<file path="src/rtl/ppu_vbuf_writer.sv">
// ppu_vbuf_writer: turns the PPU pixel stream into video-RAM writes at
// {page, y, x}. Pixels are buffered in a small FIFO because the vbuf write
// port can stall. The write page flips after each complete frame.
// Optional build macro VBUF_WR_OVERSCAN_EN: pixels on the top 8 and bottom
// 8 lines are written black (hsv = 0). Addresses and ordering are unchanged.
module ppu_vbuf_writer #(
  parameter int FIFO_DEPTH = 4,
  parameter int H_PIX      = 256,
  parameter int V_LINES    = 240
) (
  input  logic        i_ppu_clk,
  input  logic        i_ppu_rst,
  input  logic        i_pix_vld,
  input  logic        i_pix_sof,
  input  logic [6:0]  i_pix_hsv,
  output logic        o_pix_rdy,
  output logic        o_vbuf_we,
  output logic [16:0] o_vbuf_addr,
  output logic [7:0]  o_vbuf_wdata,
  input  logic        i_vbuf_wrdy,
  output logic        o_wr_page,
  output logic        o_frame_done,
  output logic        o_ovf,
  output logic        o_sync_err
);

  localparam int              AW       = (FIFO_DEPTH > 1) ? $clog2(FIFO_DEPTH) : 1;
  localparam int              CW       = AW + 1;
  localparam logic [7:0]      X_LAST   = 8'(H_PIX - 1);
  localparam logic [7:0]      Y_LAST   = 8'(V_LINES - 1);
  localparam logic [CW-1:0]   CNT_FULL = CW'(FIFO_DEPTH);

  typedef struct packed {
    logic       page;
    logic [7:0] y;
    logic [7:0] x;
    logic [6:0] hsv;
    logic       last;
  } pix_t;

`ifdef VBUF_WR_OVERSCAN_EN
  localparam logic [7:0] Y_BOT = 8'(V_LINES - 8);

  function automatic logic [6:0] blank_hsv(input logic [7:0] y, input logic [6:0] hsv);
    if (y < 8'd8 || y >= Y_BOT) return 7'h00;
    return hsv;
  endfunction
`endif

  logic [7:0]    x_q, x_d, y_q, y_d;
  logic          page_q, page_d;
  logic          sync_err_q, sync_err_d;
  logic          ovf_q, frame_done_q;
  logic [AW-1:0] wr_ptr_q, rd_ptr_q;
  logic [CW-1:0] cnt_q, cnt_d;
  pix_t          mem_q [FIFO_DEPTH];

  logic [7:0]    pix_x, pix_y;
  logic          pix_last;
  logic [6:0]    pix_hsv;
  pix_t          pix_in, head;
  logic          full, empty, push, pop;

  // "full" is the occupancy at cycle start, so a same-cycle pop never rescues a pixel.
  assign full  = (cnt_q == CNT_FULL);
  assign empty = (cnt_q == '0);
  assign push  = i_pix_vld & ~full;
  assign pop   = ~empty & i_vbuf_wrdy;
  assign head  = mem_q[rd_ptr_q];

`ifdef VBUF_WR_OVERSCAN_EN
  assign pix_hsv = blank_hsv(pix_y, i_pix_hsv);
`else
  assign pix_hsv = i_pix_hsv;
`endif

  // Coordinate tracking: advance on every valid pixel (dropped or not); SOF forces (0,0).
  always_comb begin
    x_d        = x_q;
    y_d        = y_q;
    page_d     = page_q;
    sync_err_d = sync_err_q;
    pix_x      = x_q;
    pix_y      = y_q;
    pix_last   = 1'b0;
    if (i_pix_vld) begin
      if (i_pix_sof) begin
        pix_x = '0;
        pix_y = '0;
        x_d   = 8'd1;
        y_d   = '0;
        if (x_q != '0 || y_q != '0) sync_err_d = 1'b1;
      end else begin
        pix_last = (x_q == X_LAST) && (y_q == Y_LAST);
        if (x_q == X_LAST) begin
          x_d = '0;
          if (y_q == Y_LAST) begin
            y_d    = '0;
            page_d = ~page_q;
          end else begin
            y_d = y_q + 8'd1;
          end
        end else begin
          x_d = x_q + 8'd1;
        end
      end
    end
  end

  // FIFO entry assembly and occupancy update.
  always_comb begin
    pix_in.page = page_q;
    pix_in.y    = pix_y;
    pix_in.x    = pix_x;
    pix_in.hsv  = pix_hsv;
    pix_in.last = pix_last;
    cnt_d       = cnt_q;
    case ({push, pop})
      2'b10:   cnt_d = cnt_q + CW'(1);
      2'b01:   cnt_d = cnt_q - CW'(1);
      default: cnt_d = cnt_q;
    endcase
  end

  // Control state: counters, pointers, flags; reset discards everything queued.
  always_ff @(posedge i_ppu_clk) begin
    if (i_ppu_rst) begin
      x_q          <= '0;
      y_q          <= '0;
      page_q       <= 1'b0;
      sync_err_q   <= 1'b0;
      ovf_q        <= 1'b0;
      frame_done_q <= 1'b0;
      wr_ptr_q     <= '0;
      rd_ptr_q     <= '0;
      cnt_q        <= '0;
    end else begin
      x_q          <= x_d;
      y_q          <= y_d;
      page_q       <= page_d;
      sync_err_q   <= sync_err_d;
      ovf_q        <= ovf_q | (i_pix_vld & full);
      frame_done_q <= pop & head.last;
      cnt_q        <= cnt_d;
      if (push) wr_ptr_q <= wr_ptr_q + AW'(1);
      if (pop)  rd_ptr_q <= rd_ptr_q + AW'(1);
    end
  end

  // Pixel storage; contents are only meaningful while counted as occupied.
  always_ff @(posedge i_ppu_clk) begin
    if (push) mem_q[wr_ptr_q] <= pix_in;
  end

  // The head entry is presented straight from storage, so it holds steady through stalls.
  assign o_vbuf_we    = ~empty;
  assign o_vbuf_addr  = empty ? 17'h0 : {head.page, head.y, head.x};
  assign o_vbuf_wdata = empty ? 8'h00 : {1'b0, head.hsv};
  assign o_pix_rdy    = ~full;
  assign o_wr_page    = page_q;
  assign o_frame_done = frame_done_q;
  assign o_ovf        = ovf_q;
  assign o_sync_err   = sync_err_q;

endmodule
</file>
<file path="config.mk">
export PLATFORM = sky130hd
export DESIGN_NAME = ppu_vbuf_writer
export DESIGN_NICKNAME = d
export VERILOG_FILES = /design/src/rtl/ppu_vbuf_writer.sv
export SDC_FILE = /design/constraint.sdc
export NUM_CORES = 1
export LEC_CHECK = 0
export ABC_CLOCK_PERIOD_IN_PS = 2800
export CORE_UTILIZATION = 55
export CTS_BUF_LIST = sky130_fd_sc_hd__clkbuf_4 sky130_fd_sc_hd__clkbuf_8 sky130_fd_sc_hd__clkbuf_16
export DETAILED_ROUTE_END_ITERATION = 8
export GPL_TIMING_DRIVEN = 0
export PLACE_DENSITY = 0.85
export REMOVE_ABC_BUFFERS = 1
export SLEW_MARGIN = 40
export SYNTH_ARGS = -nofsm -noshare
export SYNTH_HDL_FRONTEND = slang
export SYNTH_SLANG_ARGS = --single-unit
</file>
<file path="constraint.sdc">
create_clock -name i_ppu_clk -period 2.8 [get_ports i_ppu_clk]
set_clock_uncertainty 0.15 [all_clocks]
set_input_delay 0.28 -clock i_ppu_clk [delete_from_list [all_inputs] [get_ports i_ppu_clk]]
set_output_delay 0.28 -clock i_ppu_clk [all_outputs]
set_load 0.01 [all_outputs]
</file>
==> results.rst <==
.. list-table::
   :header-rows: 1

   * - Metric
     - Value
   * - Net Sw Power
     - 1.61 mW
   * - Number of optimization iterations in the first detailed-route pass
     - 5
   * - Final total power
     - 6.04 mW
   * - Global placer's final weighted congestion
     - 0.868
   * - Fmax
     - 373 MHz
   * - Layout overhead on the synthesized area
     - 21.0%
   * - Leakage Power
     - 2.23 nW
   * - Count of buffers inserted at the top-level ports
     - 41
   * - Clock latency at the later pin of the worst-skew pair
     - 0.51 ns
   * - Total Neg Setup Slack
     - 0 ns
   * - Filler Cell Count
     - 647
   * - Starting utilization of the core area
     - 57.5%
   * - Largest fanout on the critical path
     - 12
   * - CTS Root Cell
     - clkbuf_8
   * - Largest net degree at the start of global routing
     - 28
   * - Max capacitance violation total
     - 0
   * - Clock buffer count from CTS
     - 17
   * - Status
     - complete, no violations
   * - Post-route clock period utilization
     - 95.7%
   * - Critical path required time
     - 2.37 ns
   * - Antenna cell count
     - 0
   * - Power density over cell area
     - 927 nW/um^2
   * - Number of antenna-violating nets in the routed design
     - 0
   * - Y dimension of the die
     - 101 um
   * - Flip-flop and latch count after synthesis
     - 129
   * - Reg-to-reg startpoint
     - cnt_q[2]$_SDFFE_PP0P_
   * - Post-synthesis instance area
     - 5390 sq um
   * - Number of H-tree levels
     - 4
   * - Endpoint class of the critical path
     - output pin
   * - Synth Area in Adders
     - 2.46%
   * - CTS tree
     - yes
   * - Worst voltage drop across the vdd grid
     - 473 uV
   * - DRC violations left
     - 0
   * - Warnings, synthesis
     - 0
   * - Count of distinct cell types in the synthesized netlist
     - 44
   * - Share of the synthesized area in compound gates (AO/OA/AOI/OAI)
     - 3.85%
   * - Cell class contributing the biggest share of worst-path delay
     - buffers and inverters
   * - Slew Limit Headroom
     - 51.7%
   * - Async SR Flop Fraction
     - 0%
   * - Slack of the worst reg-to-reg path
     - 0.18 ns
   * - Remaining global-route overflow
     - 0
   * - Delay of the slowest critical-path stage
     - 0.50 ns
   * - Switching Share
     - 26.7%
   * - Flop pwr share
     - 39.3%
   * - Combinational family with the most area after synthesis
     - simple AND/OR/NAND/NOR gates
   * - Transition at the pin with the smallest max-transition slack
     - 0.724 ns
   * - Number of nets in the final layout
     - 421
   * - Design internal power
     - 4.43 mW
   * - Core Area
     - 9370 sq um
   * - Clock Sink Count
     - 129
   * - Setup violation total in the final timing report
     - 0
   * - Overall die area
     - 10200 sq um
   * - Total Routed Length
     - 10600 um
   * - Via count of the first global-routing pass
     - 3194
   * - Number of violations reported at the end of detailed-routing iteration 0
     - 198
   * - Width of the die
     - 101 um
   * - Site row count
     - 35
   * - Commonest cells after routing, fill and taps aside
     - edfxtp_1, clkdlybuf4s50_1, and2_1
   * - Type of the worst setup path
     - flip-flop to output pin
   * - Layout cell share with drive strength beyond 1
     - 18.7%
   * - Cell-by-cell trace of the critical path
     - buf_16 -> mux4_2 -> and2_1 -> clkdlybuf4s50_1
   * - Simple-gate share of the synthesized area
     - 12.7%
   * - Cell count of the worst reg-to-reg path
     - 9
   * - Worst setup SP type
     - flip-flop
   * - # hold bufs at CTS
     - 0
   * - Maximum count of clock buffers along a single path
     - 2
   * - Pins over their slew limit
     - 0
   * - Global-route total usage across every layer
     - 22.9%
   * - Worst slack on hold paths
     - 0.0668 ns
   * - WL/cell
     - 19.6 um
   * - Critical path buffer and inverter count
     - 2
   * - Fraction of power consumed by the clock network
     - 34.4%
   * - Drt via density
     - 5.80
   * - Final setup slack of the worst path
     - 0.121 ns
   * - Number of vias in the routed layout
     - 3138
   * - Number of enable flip-flop cells after synthesis
     - 100
   * - Average size of a mapped cell
     - 15.3 sq um
   * - Initial antenna violation count
     - 0
   * - CTS clock-pin slew for the worst setup and hold paths
     - 0.06 ns
   * - Path class of the lowest-slack min-delay path
     - input pin to flip-flop
   * - Reg-to-Reg End
     - cnt_q[2]$_SDFFE_PP0P_
   * - End point of the most critical hold path
     - wr_ptr_q[0]$_SDFFE_PP0P_
   * - Sequential share of the synthesized area
     - 66.5%
   * - Commonest non-fill, non-tap cell in the layout
     - edfxtp_1
   * - Pre-CTS setup slack
     - -0.122 ns
   * - Proportion of power drawn by combinational gates
     - 26.4%
   * - Xor and xnor area share after synthesis
     - 1.63%
   * - Crit-path slowest cell
     - mux4_2
   * - Cells on Worst Hold Path
     - 2
   * - Post-Synthesis Cells
     - 353
   * - Share of cell area taken by muxes after synthesis
     - 10.4%
   * - Setup repair after global routing missed its margin
     - no
   * - Number of ports placed on the die boundary
     - 43
   * - Hold violation count in the final report
     - 0
   * - Arrival time of data at the critical path endpoint
     - 2.25 ns
   * - Startpoint of the most critical hold path
     - i_ppu_rst
   * - Global-route wire length before repair
     - 16800 um
   * - Minimum clock period after layout
     - 2.68 ns
   * - DP HPWL
     - 5940 um
   * - Flip-flop cell with the highest count after synthesis
     - edfxtp_1
-- flip-flops by register name (all words and copies together), names as in the netlist, named ones only --
signal and cells:
cnt_q 3, mem_q 100, o_frame_done 1, o_ovf 1, o_sync_err 1, o_wr_page 1, rd_ptr_q 2, wr_ptr_q 2
x_q 8, y_q 8
-- layout make-up --
type	count	area (sq um)	area share, %
clock buffer	18	422	6.46
clock inverter	14	141	2.17
multi-input combinational	192	1690	25.9
inverter	14	52.6	0.806
timing repair buffer	45	468	7.17
sequential	129	3590	55.1
tap	129	161	2.47
-- power by group through the flow --
stage | Combinational [mW] | Clock [mW] | Sequential (mW)
floorplan | 0.799 | 0 | 2.43
global placement | 1.38 | 0 | 2.48
detailed placement | 1.42 | 0 | 2.50
CTS | 1.63 | 2.10 | 2.37
global route | 1.73 | 2.18 | 2.39
finish | 1.59 | 2.08 | 2.37
-- stage by stage --
step           util, %  instance area [sq um]  instances
2_1_floorplan        -                   5310        335
3_3_place_gp      62.8                   5880        505
3_5_place_dp      62.8                   5890        505
4_1_cts           69.6                   6520        541
5_1_grt           69.6                   6520        541
6_report          69.6                   6520        541
-- metal layers --
layer  vias up  track usage (%)  routed length [um]
li1       1439                -                   -
met1      1580             28.8                4570
met2       104             38.8                5470
met3        15             5.69                 457
met4         0             8.25                 130
met5         -                0                   0
-- cell usage after synthesis, types with 2 or more instances --
cell type	number	share of area, %
and2_1	37	4.3
buf_2	4	0.37
and2_2	2	0.28
or4b_1	3	0.56
nor4b_1	2	0.33
or4_1	2	0.28
inv_1	14	0.98
nor2_1	21	1.5
a31oi_1	3	0.35
and4_4	2	0.42
a41oi_1	2	0.33
mux4_2	25	10
dfxtp_1	29	11
and3_1	6	0.70
nand3_1	10	0.93
o31ai_1	2	0.28
xnor2_1	4	0.65
clkbuf_1	13	0.91
a21oi_1	12	1.1
nand3b_1	2	0.28
nor3_1	5	0.46
ha_1	9	2.1
nand2_1	10	0.70
nand4_1	6	0.70
xor2_1	6	0.98
or3_1	3	0.35
o21ai_0	3	0.28
edfxtp_1	100	56
-- cell families after synthesis --
kind of cell,Yosys count
flops,129
simple gates,116
buf+inv,32
compound gates,30
mux,25
fa+ha+maj,10
xor+xnor,10
other cells,1
-- how the worst max path moves through the flow --
stage / startpoint / end / depth (start not counted)
after floorplan: cnt_q[2]$_SDFFE_PP0P_ / cnt_q[2]$_SDFFE_PP0P_ / 9
after global placement: flip-flop / o_vbuf_addr[2] / 3
after detailed placement: cnt_q[0]$_SDFFE_PP0P_ / cnt_q[2]$_SDFFE_PP0P_ / 8
after CTS: flip-flop / o_vbuf_addr[4] / 4
after global routing: cnt_q[2]$_SDFFE_PP0P_ / cnt_q[2]$_SDFFE_PP0P_ / 9
final: flip-flop / o_vbuf_addr[15] / 4
-- repair_timing --
item,4_1_cts,5_1_grt
endpoints found under the hold margin,0,0
buffers inserted,4,0
resized for setup,3,0
endpoints found under the setup margin,26,0
Power figures use the tool's default switching activity.
